File: src/rtl/hazard_ctrl_pkg.sv
// Shared CPU package: hazard FSM encoding and scoreboard entry.
// Used by hazard_ctrl and sb_fifo.
package hazard_ctrl_pkg;

  typedef enum logic [1:0] {
    RUN   = 2'd0,
    STALL = 2'd1,
    FLUSH = 2'd2
  } hc_state_e;

  typedef struct packed {
    logic [4:0] rd;
    logic       rwen;
    logic       is_load;
  } sb_entry_t;

  // True when a used, non-x0 source reads the entry's destination.
  function automatic logic src_hit(
    input logic       use_i,
    input logic [4:0] rs,
    input sb_entry_t  e
  );
    return use_i && (rs != 5'd0) && e.rwen && (e.rd == rs);
  endfunction

endpackage

File: src/rtl/sb_fifo.sv
// In-order scoreboard FIFO exposing every slot, a per-slot valid
// mask and the index of the youngest entry.
module sb_fifo
  import hazard_ctrl_pkg::*;
#(
  parameter  int DEPTH = 4,
  localparam int AW    = $clog2(DEPTH)
) (
  input  logic                  clk,
  input  logic                  rst,
  input  logic                  push,
  input  sb_entry_t             push_data,
  input  logic                  pop,
  output sb_entry_t [DEPTH-1:0] entries,
  output logic [DEPTH-1:0]      valid,
  output logic [AW-1:0]         youngest,
  output logic [AW:0]           count,
  output logic                  full,
  output logic                  empty
);

  logic [AW-1:0] wr_q, wr_d;
  logic [AW-1:0] rd_q, rd_d;
  logic [AW:0]   cnt_q, cnt_d;
  sb_entry_t [DEPTH-1:0] mem_q, mem_d;
  logic do_push, do_pop;
  logic [AW-1:0] off;

  assign full     = (cnt_q == (AW+1)'(DEPTH));
  assign empty    = (cnt_q == '0);
  assign do_push  = push & ~full;
  assign do_pop   = pop & ~empty;
  assign entries  = mem_q;
  assign count    = cnt_q;
  assign youngest = wr_q - AW'(1);

  // Next pointers, count and storage.
  always_comb begin
    mem_d = mem_q;
    wr_d  = wr_q;
    rd_d  = rd_q;
    cnt_d = cnt_q;
    if (do_push) begin
      mem_d[wr_q] = push_data;
      wr_d        = wr_q + AW'(1);
    end
    if (do_pop) begin
      rd_d = rd_q + AW'(1);
    end
    case ({do_push, do_pop})
      2'b10:   cnt_d = cnt_q + (AW+1)'(1);
      2'b01:   cnt_d = cnt_q - (AW+1)'(1);
      default: cnt_d = cnt_q;
    endcase
  end

  // A slot is live when its distance from the head is below count.
  always_comb begin
    off   = '0;
    valid = '0;
    for (int i = 0; i < DEPTH; i++) begin
      off      = AW'(i) - rd_q;
      valid[i] = ({1'b0, off} < cnt_q);
    end
  end

  // Pointer and count registers.
  always_ff @(posedge clk) begin
    if (rst) begin
      wr_q  <= '0;
      rd_q  <= '0;
      cnt_q <= '0;
    end else begin
      wr_q  <= wr_d;
      rd_q  <= rd_d;
      cnt_q <= cnt_d;
    end
  end

  // Entry storage; stale slots are masked by valid.
  always_ff @(posedge clk) begin
    mem_q <= mem_d;
  end

endmodule

File: src/rtl/hazard_ctrl.sv
// Decode-stage hazard control: RAW scoreboard, stall/flush FSM and
// perf counters. Define HAZARD_CTRL_FWD_EN for load-use-only stalls.
module hazard_ctrl
  import hazard_ctrl_pkg::*;
#(
  parameter int DEPTH = 4,
  parameter int CNT_W = 32
) (
  input  logic             clk,
  input  logic             rst,
  input  logic             id_valid,
  input  logic [4:0]       id_rs1,
  input  logic [4:0]       id_rs2,
  input  logic             id_rs1_use,
  input  logic             id_rs2_use,
  input  logic [4:0]       id_rd,
  input  logic             id_rwen,
  input  logic             id_is_load,
  input  logic             ex_ready,
  input  logic             wb_valid,
  input  logic             redirect,
  output logic             pipe_stop,
  output logic             inst_clear,
  output logic             issue,
  output logic             busy,
  output logic [CNT_W-1:0] stall_cycles,
  output logic [CNT_W-1:0] flush_count
);

  localparam int AW = $clog2(DEPTH);

  sb_entry_t [DEPTH-1:0] entries;
  sb_entry_t             push_data;
  logic [DEPTH-1:0]      valid;
  logic [AW-1:0]         youngest;
  logic [AW:0]           count;
  logic                  full, empty;
  logic                  pop, hazard, blk;

  hc_state_e        state_q, state_d;
  logic             init_q, init_d;
  logic             busy_q, busy_d;
  logic [CNT_W-1:0] stall_q, stall_d;
  logic [CNT_W-1:0] flush_q, flush_d;

  assign blk          = rst | init_q;
  assign pop          = wb_valid & ~rst;
  assign busy         = busy_q;
  assign stall_cycles = stall_q;
  assign flush_count  = flush_q;

  assign push_data = '{
    rd:      id_rd,
    rwen:    id_rwen & (id_rd != 5'd0),
    is_load: id_is_load
  };

  sb_fifo #(.DEPTH(DEPTH)) u_sb (
    .clk       (clk),
    .rst       (rst),
    .push      (issue),
    .push_data (push_data),
    .pop       (pop),
    .entries   (entries),
    .valid     (valid),
    .youngest  (youngest),
    .count     (count),
    .full      (full),
    .empty     (empty)
  );

`ifdef HAZARD_CTRL_FWD_EN
  logic unused_valid;
  assign unused_valid = ^valid;

  // Forwarding covers all but a load feeding the next instruction.
  always_comb begin
    hazard = 1'b0;
    if (!empty && entries[youngest].is_load) begin
      hazard = src_hit(id_rs1_use, id_rs1, entries[youngest])
             | src_hit(id_rs2_use, id_rs2, entries[youngest]);
    end
  end
`else
  logic unused_fwd;

  // No forwarding: any pending writer of a source blocks decode.
  always_comb begin
    hazard     = 1'b0;
    unused_fwd = ^youngest;
    for (int i = 0; i < DEPTH; i++) begin
      unused_fwd = unused_fwd ^ entries[i].is_load;
      if (valid[i]) begin
        hazard = hazard
               | src_hit(id_rs1_use, id_rs1, entries[i])
               | src_hit(id_rs2_use, id_rs2, entries[i]);
      end
    end
  end
`endif

  // FSM next state and decode-stage controls.
  always_comb begin
    state_d    = state_q;
    pipe_stop  = 1'b0;
    inst_clear = 1'b0;
    issue      = 1'b0;
    if (!blk) begin
      unique case (state_q)
        RUN, STALL: begin
          if (redirect) begin
            state_d    = FLUSH;
            inst_clear = 1'b1;
          end else begin
            pipe_stop = id_valid & (hazard | full);
            state_d   = pipe_stop ? STALL : RUN;
            issue     = id_valid & ex_ready & ~pipe_stop;
          end
        end
        FLUSH:   state_d = RUN;
        default: state_d = RUN;
      endcase
    end
  end

  // Saturating counters, post-reset blanking and busy flag.
  always_comb begin
    init_d  = 1'b0;
    stall_d = stall_q;
    flush_d = flush_q;
    if (pipe_stop && (stall_q != '1)) begin
      stall_d = stall_q + CNT_W'(1);
    end
    if ((state_d == FLUSH) && (state_q != FLUSH)
        && (flush_q != '1)) begin
      flush_d = flush_q + CNT_W'(1);
    end
    case ({issue, pop & ~empty})
      2'b10:   busy_d = 1'b1;
      2'b01:   busy_d = (count != (AW+1)'(1));
      default: busy_d = ~empty;
    endcase
  end

  // Control state registers.
  always_ff @(posedge clk) begin
    if (rst) begin
      state_q <= RUN;
      init_q  <= 1'b1;
      busy_q  <= 1'b0;
      stall_q <= '0;
      flush_q <= '0;
    end else begin
      state_q <= state_d;
      init_q  <= init_d;
      busy_q  <= busy_d;
      stall_q <= stall_d;
      flush_q <= flush_d;
    end
  end

endmodule
File: config.mk
export PLATFORM = sky130hd
export DESIGN_NAME = hazard_ctrl
export DESIGN_NICKNAME = d
export VERILOG_FILES = /design/src/rtl/hazard_ctrl_pkg.sv /design/src/rtl/sb_fifo.sv /design/src/rtl/hazard_ctrl.sv
export SDC_FILE = /design/constraint.sdc
export NUM_CORES = 1
export LEC_CHECK = 0
export CAP_MARGIN = 20
export CORE_MARGIN = 2
export CORE_UTILIZATION = 57
export DETAILED_ROUTE_END_ITERATION = 10
export PLACE_DENSITY_LB_ADDON = 0.15
export SKIP_CTS_REPAIR_TIMING = 1
export SKIP_LAST_GASP = 1
export SLEW_MARGIN = 30
export SYNTH_ARGS = -nofsm -noshare
export SYNTH_HDL_FRONTEND = slang
export SYNTH_HIERARCHICAL = 1
export SYNTH_SLANG_ARGS = --single-unit
export TNS_END_PERCENT = 50
File: constraint.sdc
create_clock -name clk -period 6.35 [get_ports clk]
set_clock_uncertainty 0.1 [all_clocks]
set_input_delay 0.9525 -clock clk [delete_from_list [all_inputs] [get_ports clk]]
set_output_delay 0.9525 -clock clk [all_outputs]
set_load 0.01 [all_outputs]
# Yosys cells after proc, flatten, opt, wreduce, memory -nomap -nowiden
# Cells that the tools add are included.
[word_totals]
output_inout_bits = 68
word_cells = 127
ff_bits = 103
input_bits = 25
[op_classes]
n_bitwise = 20
order_cmp = 6
reduce_logical = 29
n_mux = 23
n_eq_ne = 19
add_sub_neg = 10
[op_table]
columns = ["op", "count"]
rows = [
  ["$add A32 B1 Y32 const B", 2],
  ["$ne A32 B32 Y1 const B", 2],
  ["$eq A5 B5 Y1", 8],
  ["$bwmux W28", 1],
  ["$logic_and A1 B1 Y1", 22],
  ["$mux W1", 15],
  ["$reduce_bool A5 Y1", 3],
  ["$demux W7 S2", 1],
  ["$lt A2 B3 Y1", 4],
  ["$or A1 B1 Y1", 9],
  ["$and A1 B1 Y1", 7],
  ["$mux W7", 1],
  ["$eq A2 B1 Y1 const B", 3],
  ["$eq A2 B2 Y1 const B", 3],
  ["$mux W2", 3],
  ["$pmux W3 S2", 1],
  ["$add A2 B1 Y2 const B", 2],
  ["$not A1 Y1", 4],
  ["$sub A1 B2 Y2 const A", 2],
  ["$sub A2 B2 Y2 const A", 2],
  ["$add A3 B1 Y3 const B", 1],
  ["$eq A3 B3 Y1 const B", 1],
  ["$logic_not A3 Y1", 1],
  ["$lt A2 B3 Y1 const B", 1],
  ["other kinds (8)", 8],
]

# Depth between registers and ports, before layout
[logic_depth]
word_depth = 25
ltp_mapped = 21
mapped_depth_nobuf = 19

# Hierarchy
# Netlist, hierarchy kept.
[modules_own_cells]
columns = ["mod", "area_per_inst_um2", "n_inst", "seq_area_each_um2", "cells_per_inst"]
rows = [
  ["hazard_ctrl", 3907.5, 1, 1341.3, 477],
  ["sb_fifo", 1407.6, 1, 980.9, 97],
]

# Worst setup path after synthesis
# No wires, ideal clock.
[synth_timing]
kind = "input to register"
startpoint = "input port id_rs2[1]"
endpoint = "register u_sb.cnt_q[2] (netlist: u_sb/count[2])"
required_time_ns = 6.180
cell_stages = 19
t_arrival_ns = 4.172
n_path_buf = 3
slack_ns = 2.008
cell_sequence = "buf_2 > or4_1 > o21ai_1 > inv_1 > a221o_1 > a221oi_2 > buf_4 > buf_4 > nand3_1 > inv_1 > inv_1 > nor2_1 > inv_1 > ha_1 > inv_1 > fa_1 > xor2_1 > or3_1 > a21oi_1"
[synth_between]
elab_chain_cells = 25
elab_cells_between_ends = 37
[synth_rtl]
columns = ["item", "line_no", "source"]
rows = [
  ["start: declaration", "hazard_ctrl.sv:13", "input logic [4:0] id_rs2,"],
  ["$reduce_bool A5 Y1", "hazard_ctrl_pkg.sv:23", "return use_i && (rs != 5'd0) && e.rwen && (e.rd == rs);"],
  ["$logic_and A1 B1 Y1 (3 in a row)", "hazard_ctrl_pkg.sv:23", ""],
  ["$or A1 B1 Y1", "hazard_ctrl.sv:96", "| src_hit(id_rs2_use, id_rs2, entries[i]);"],
  ["$mux W1", "hazard_ctrl.sv:93", "if (valid[i]) begin"],
  ["$or A1 B1 Y1", "hazard_ctrl.sv:95", "| src_hit(id_rs1_use, id_rs1, entries[i])"],
  ["$or A1 B1 Y1", "hazard_ctrl.sv:96", ""],
  ["$mux W1", "hazard_ctrl.sv:93", ""],
  ["$or A1 B1 Y1", "hazard_ctrl.sv:95", ""],
  ["(+8 left out)", "n/a", ""],
  ["$and A1 B1 Y1 (*)", "hazard_ctrl.sv:117", "issue = id_valid & ex_ready & ~pipe_stop;"],
  ["$mux W1 (*)", "hazard_ctrl.sv:111", "if (redirect) begin"],
  ["$mux W1 (*)", "hazard_ctrl.sv:109", "unique case (state_q)"],
  ["$mux W1 (*)", "hazard_ctrl.sv:108", "if (!blk) begin"],
  ["via issue", "hazard_ctrl.sv:24", "output logic issue,"],
  ["$and A1 B1 Y1 (*)", "sb_fifo.sv:31", "assign do_push = push & ~full;"],
  ["$eq A2 B1 Y1 / $eq A2 B2 Y1 (equally long branches)", "sb_fifo.sv:50", "case ({do_push, do_pop})"],
  ["$pmux W3 S2 / $reduce_bool A2 Y1 (equally long branches)", "n/a", ""],
  ["end signal: assignment", "sb_fifo.sv:76", "cnt_q <= cnt_d;"],
  ["end: declaration", "sb_fifo.sv:24", "logic [AW:0] cnt_q, cnt_d;"],
]
# The timed path passes the listed nets; every way through them passes the cells marked *.
# A chain may end at the register's enable or synchronous reset.

# Worst setup path after layout
[layout_timing]
startpoint = "input port id_rs2[1]"
endpoint = "output port pipe_stop"
[layout_between]
elab_chain_cells = 20
elab_cells_between_ends = 30
[layout_rtl]
columns = ["item", "line_no", "source"]
rows = [
  ["$reduce_bool A5 Y1", "hazard_ctrl_pkg.sv:23", ""],
  ["$logic_and A1 B1 Y1 (3 in a row)", "hazard_ctrl_pkg.sv:23", ""],
  ["$or A1 B1 Y1", "hazard_ctrl.sv:96", ""],
  ["$mux W1", "hazard_ctrl.sv:93", ""],
  ["$or A1 B1 Y1", "hazard_ctrl.sv:95", ""],
  ["$or A1 B1 Y1", "hazard_ctrl.sv:96", ""],
  ["$mux W1", "hazard_ctrl.sv:93", ""],
  ["$or A1 B1 Y1", "hazard_ctrl.sv:95", ""],
  ["(+2 left out)", "n/a", ""],
  ["$or A1 B1 Y1", "hazard_ctrl.sv:95", ""],
  ["$or A1 B1 Y1", "hazard_ctrl.sv:96", ""],
  ["$mux W1 (*)", "hazard_ctrl.sv:93", ""],
  ["$or A1 B1 Y1 (*)", "hazard_ctrl.sv:115", "pipe_stop = id_valid & (hazard | full);"],
  ["$and A1 B1 Y1 (*)", "hazard_ctrl.sv:115", ""],
  ["$mux W1 (*)", "hazard_ctrl.sv:111", ""],
  ["$mux W1 (*)", "hazard_ctrl.sv:109", ""],
  ["$mux W1 (*)", "hazard_ctrl.sv:108", ""],
  ["end: declaration", "hazard_ctrl.sv:22", "output logic pipe_stop,"],
]
# Mark *: on every way between the ends. The rest lies on a longest branch, timed or not.

==> metrics <==
worst setup path class in2out; Worst-path clk slew 0.09 ns; CTS Buffer Depth 2; wire per inst 15.9 um; clk_lat worst skew 0.37 ns; FP Rows 34; Remaining DRCs 0; Fill cells 678; CP Depth 9; final period utilization 80.4%; Hold Path End state_q[1]; achievable clock frequency 196 MHz; drt total wl 12000 um; RR Endpoint u_sb/count[2]; Sink Count 98; HPWL reported at the end of detailed placement 8620 um; Final GP Congestion 0.883; LEAKAGE 2.10 nW; GRT Util Overall 24.1%; I/O Pins 93; Max transition margin 37.9%; syn nets 609; hold depth 2; 1st-pass router iterations 4; HP Class reg2reg; cells after synthesis 570; WP data arrival 4.06 ns; CTS root buf clkbuf_8; number of buffers added on ports 91; critical path launch point type input port; ratio of cells with drive above 1 in the final layout 4.77%; Setup TNS Final 0 ns; crit path cell chain clkdlybuf4s50_1, or4_1, o21ai_1, inv_1, a221o_1, a221oi_4, buf_4, nor2_1, clkdlybuf4s50_1; remaining global-route overflow 0; Tmin final 5.11 ns; first-pass GRT wire length 19300 um; grt met2 use 41.5%; worst-margin pin slew 0.931 ns; HP Start state_q[1]; Vias 4364; Reg2Reg Depth 19; drt initial violations 223; met3 GRT Util 3.87%; outcome complete, no violations; CTS H-tree depth 3; unrepaired setup endpoints after global routing no; number of global-route vias before repair 4219; CTS tree built; Critical Path RT 5.30 ns; reg2reg setup slack 2.35 ns; vias per cell 5.76; Setup Slack @ Placement 1.26 ns; ANT nets after route 0; Die Height 99.5 um; crit-path leading delay family buffers and inverters; Chip Width 99.5 um; synthesized area per cell 9.11 sq um; final setup margin 1.24 ns; worst r2r src u_sb/count[1]; diode count 0; Bufs and invs on worst path 4; largest net degree at the start of global routing 85; Core Footprint 8760 sq um; P&R area growth vs syn 21.7%; endpoints failing hold 0; P per Cell Area 177 nW/um^2; gr busiest metal met2; Nets 684; Setup Viol. Count Final 0; Max-Cap Viols 0; TritonCTS Buffers 9; Initial Util 59.3%; CP Capture Type primary output; initial antenna violation count 0; Max stage delay on crit path 0.58 ns; Crit Path Max Fanout 56; met1 global-route usage 30.4%; synthesized area 5190 sq um; Final Max Tran Viols 0; synth warn 6; die area 9890 sq um; CP dominant cell by count clkdlybuf4s50_1; VDD IR max 0.149 mV; CP max stage cell or4_1
worst min-delay path, cell delays in order (launching register included):
cell,delay (ns)
dfxtp_1,0.33
nand2_1,0.06
a21oi_1,0.05
power by group:
part           switching (mW)  internal, mW
clock                   0.225         0.186
combinational          0.0347        0.0279
sequential            0.00250         0.640
total                   0.262         0.854
layout make-up:
cell class / instances / area [sq um] / area share, %
clock buffer: 9 / 124 / 1.96
clock inverter: 7 / 76.3 / 1.21
multi-input combinational: 420 / 2770 / 43.9
sequential: 98 / 2200 / 34.8
timing repair buffer: 94 / 928 / 14.7
inverter: 22 / 82.6 / 1.31
tap: 108 / 135 / 2.14
flip-flops by register name (all words and copies together) (netlist names):
register	cells
u_sb/count	3
u_sb/rd_q	2
flush_count	32
init_q	1
stall_cycles	32
busy	1
u_sb/entries	24
state_q	1
u_sb/wr_q	2
stage by stage:
| stage | hold WS (ns) | power (mW) | std cells | util, % | area [sq um] |
|---|---|---|---|---|---|
| floorplan | 0.346 | 0.693 | 570 | - | 5190 |
| global placement | 0.354 | 0.718 | 742 | 69.8 | 6120 |
| detailed placement | 0.364 | 0.720 | 742 | 69.8 | 6120 |
| CTS | 0.377 | 1.12 | 758 | 72.1 | 6320 |
| global route | 0.412 | 1.15 | 758 | 72.1 | 6320 |
| finish | 0.375 | 1.12 | 758 | 72.1 | 6320 |
routing by layer:
| layer | wire length [um] | vias to the layer above |
|---|---|---|
| met5 | 0 | - |
| met4 | 194 | 0 |
| met3 | 538 | 12 |
| met2 | 5840 | 98 |
| met1 | 5460 | 2073 |
| li1 | - | 2181 |
layout by cell type, fill, tap and decap left out, drive strengths merged, types with 3 or more instances in the layout:
master	instances
clkdlybuf4s50	90
dfxtp	74
nor2	59
xor2	37
a21oi	36
xnor2	35
nand3	33
nand2	28
nand4	27
inv	25
edfxtp	24
o21ai	22
or4	16
or3	15
o31ai	14
nor2b	13
ha	13
nor4	13
mux2	9
clkbuf	9
and3	7
and4	5
and2	5
nor3	4
buf	4
or2	4
a211oi	3
clkinv	3
how the worst max path moves through the flow:
stage               startpoint       endpoint  slack [ns]
CTS                  id_rs2[1]      pipe_stop        1.24
floorplan            id_rs2[1]  u_sb/count[2]        2.01
detailed placement   id_rs2[1]      pipe_stop        1.26
global route         id_rs2[2]      pipe_stop        1.11
finish               id_rs2[1]      pipe_stop        1.24
global placement     id_rs2[1]      pipe_stop        1.28
Power figures use the tool's default switching activity.
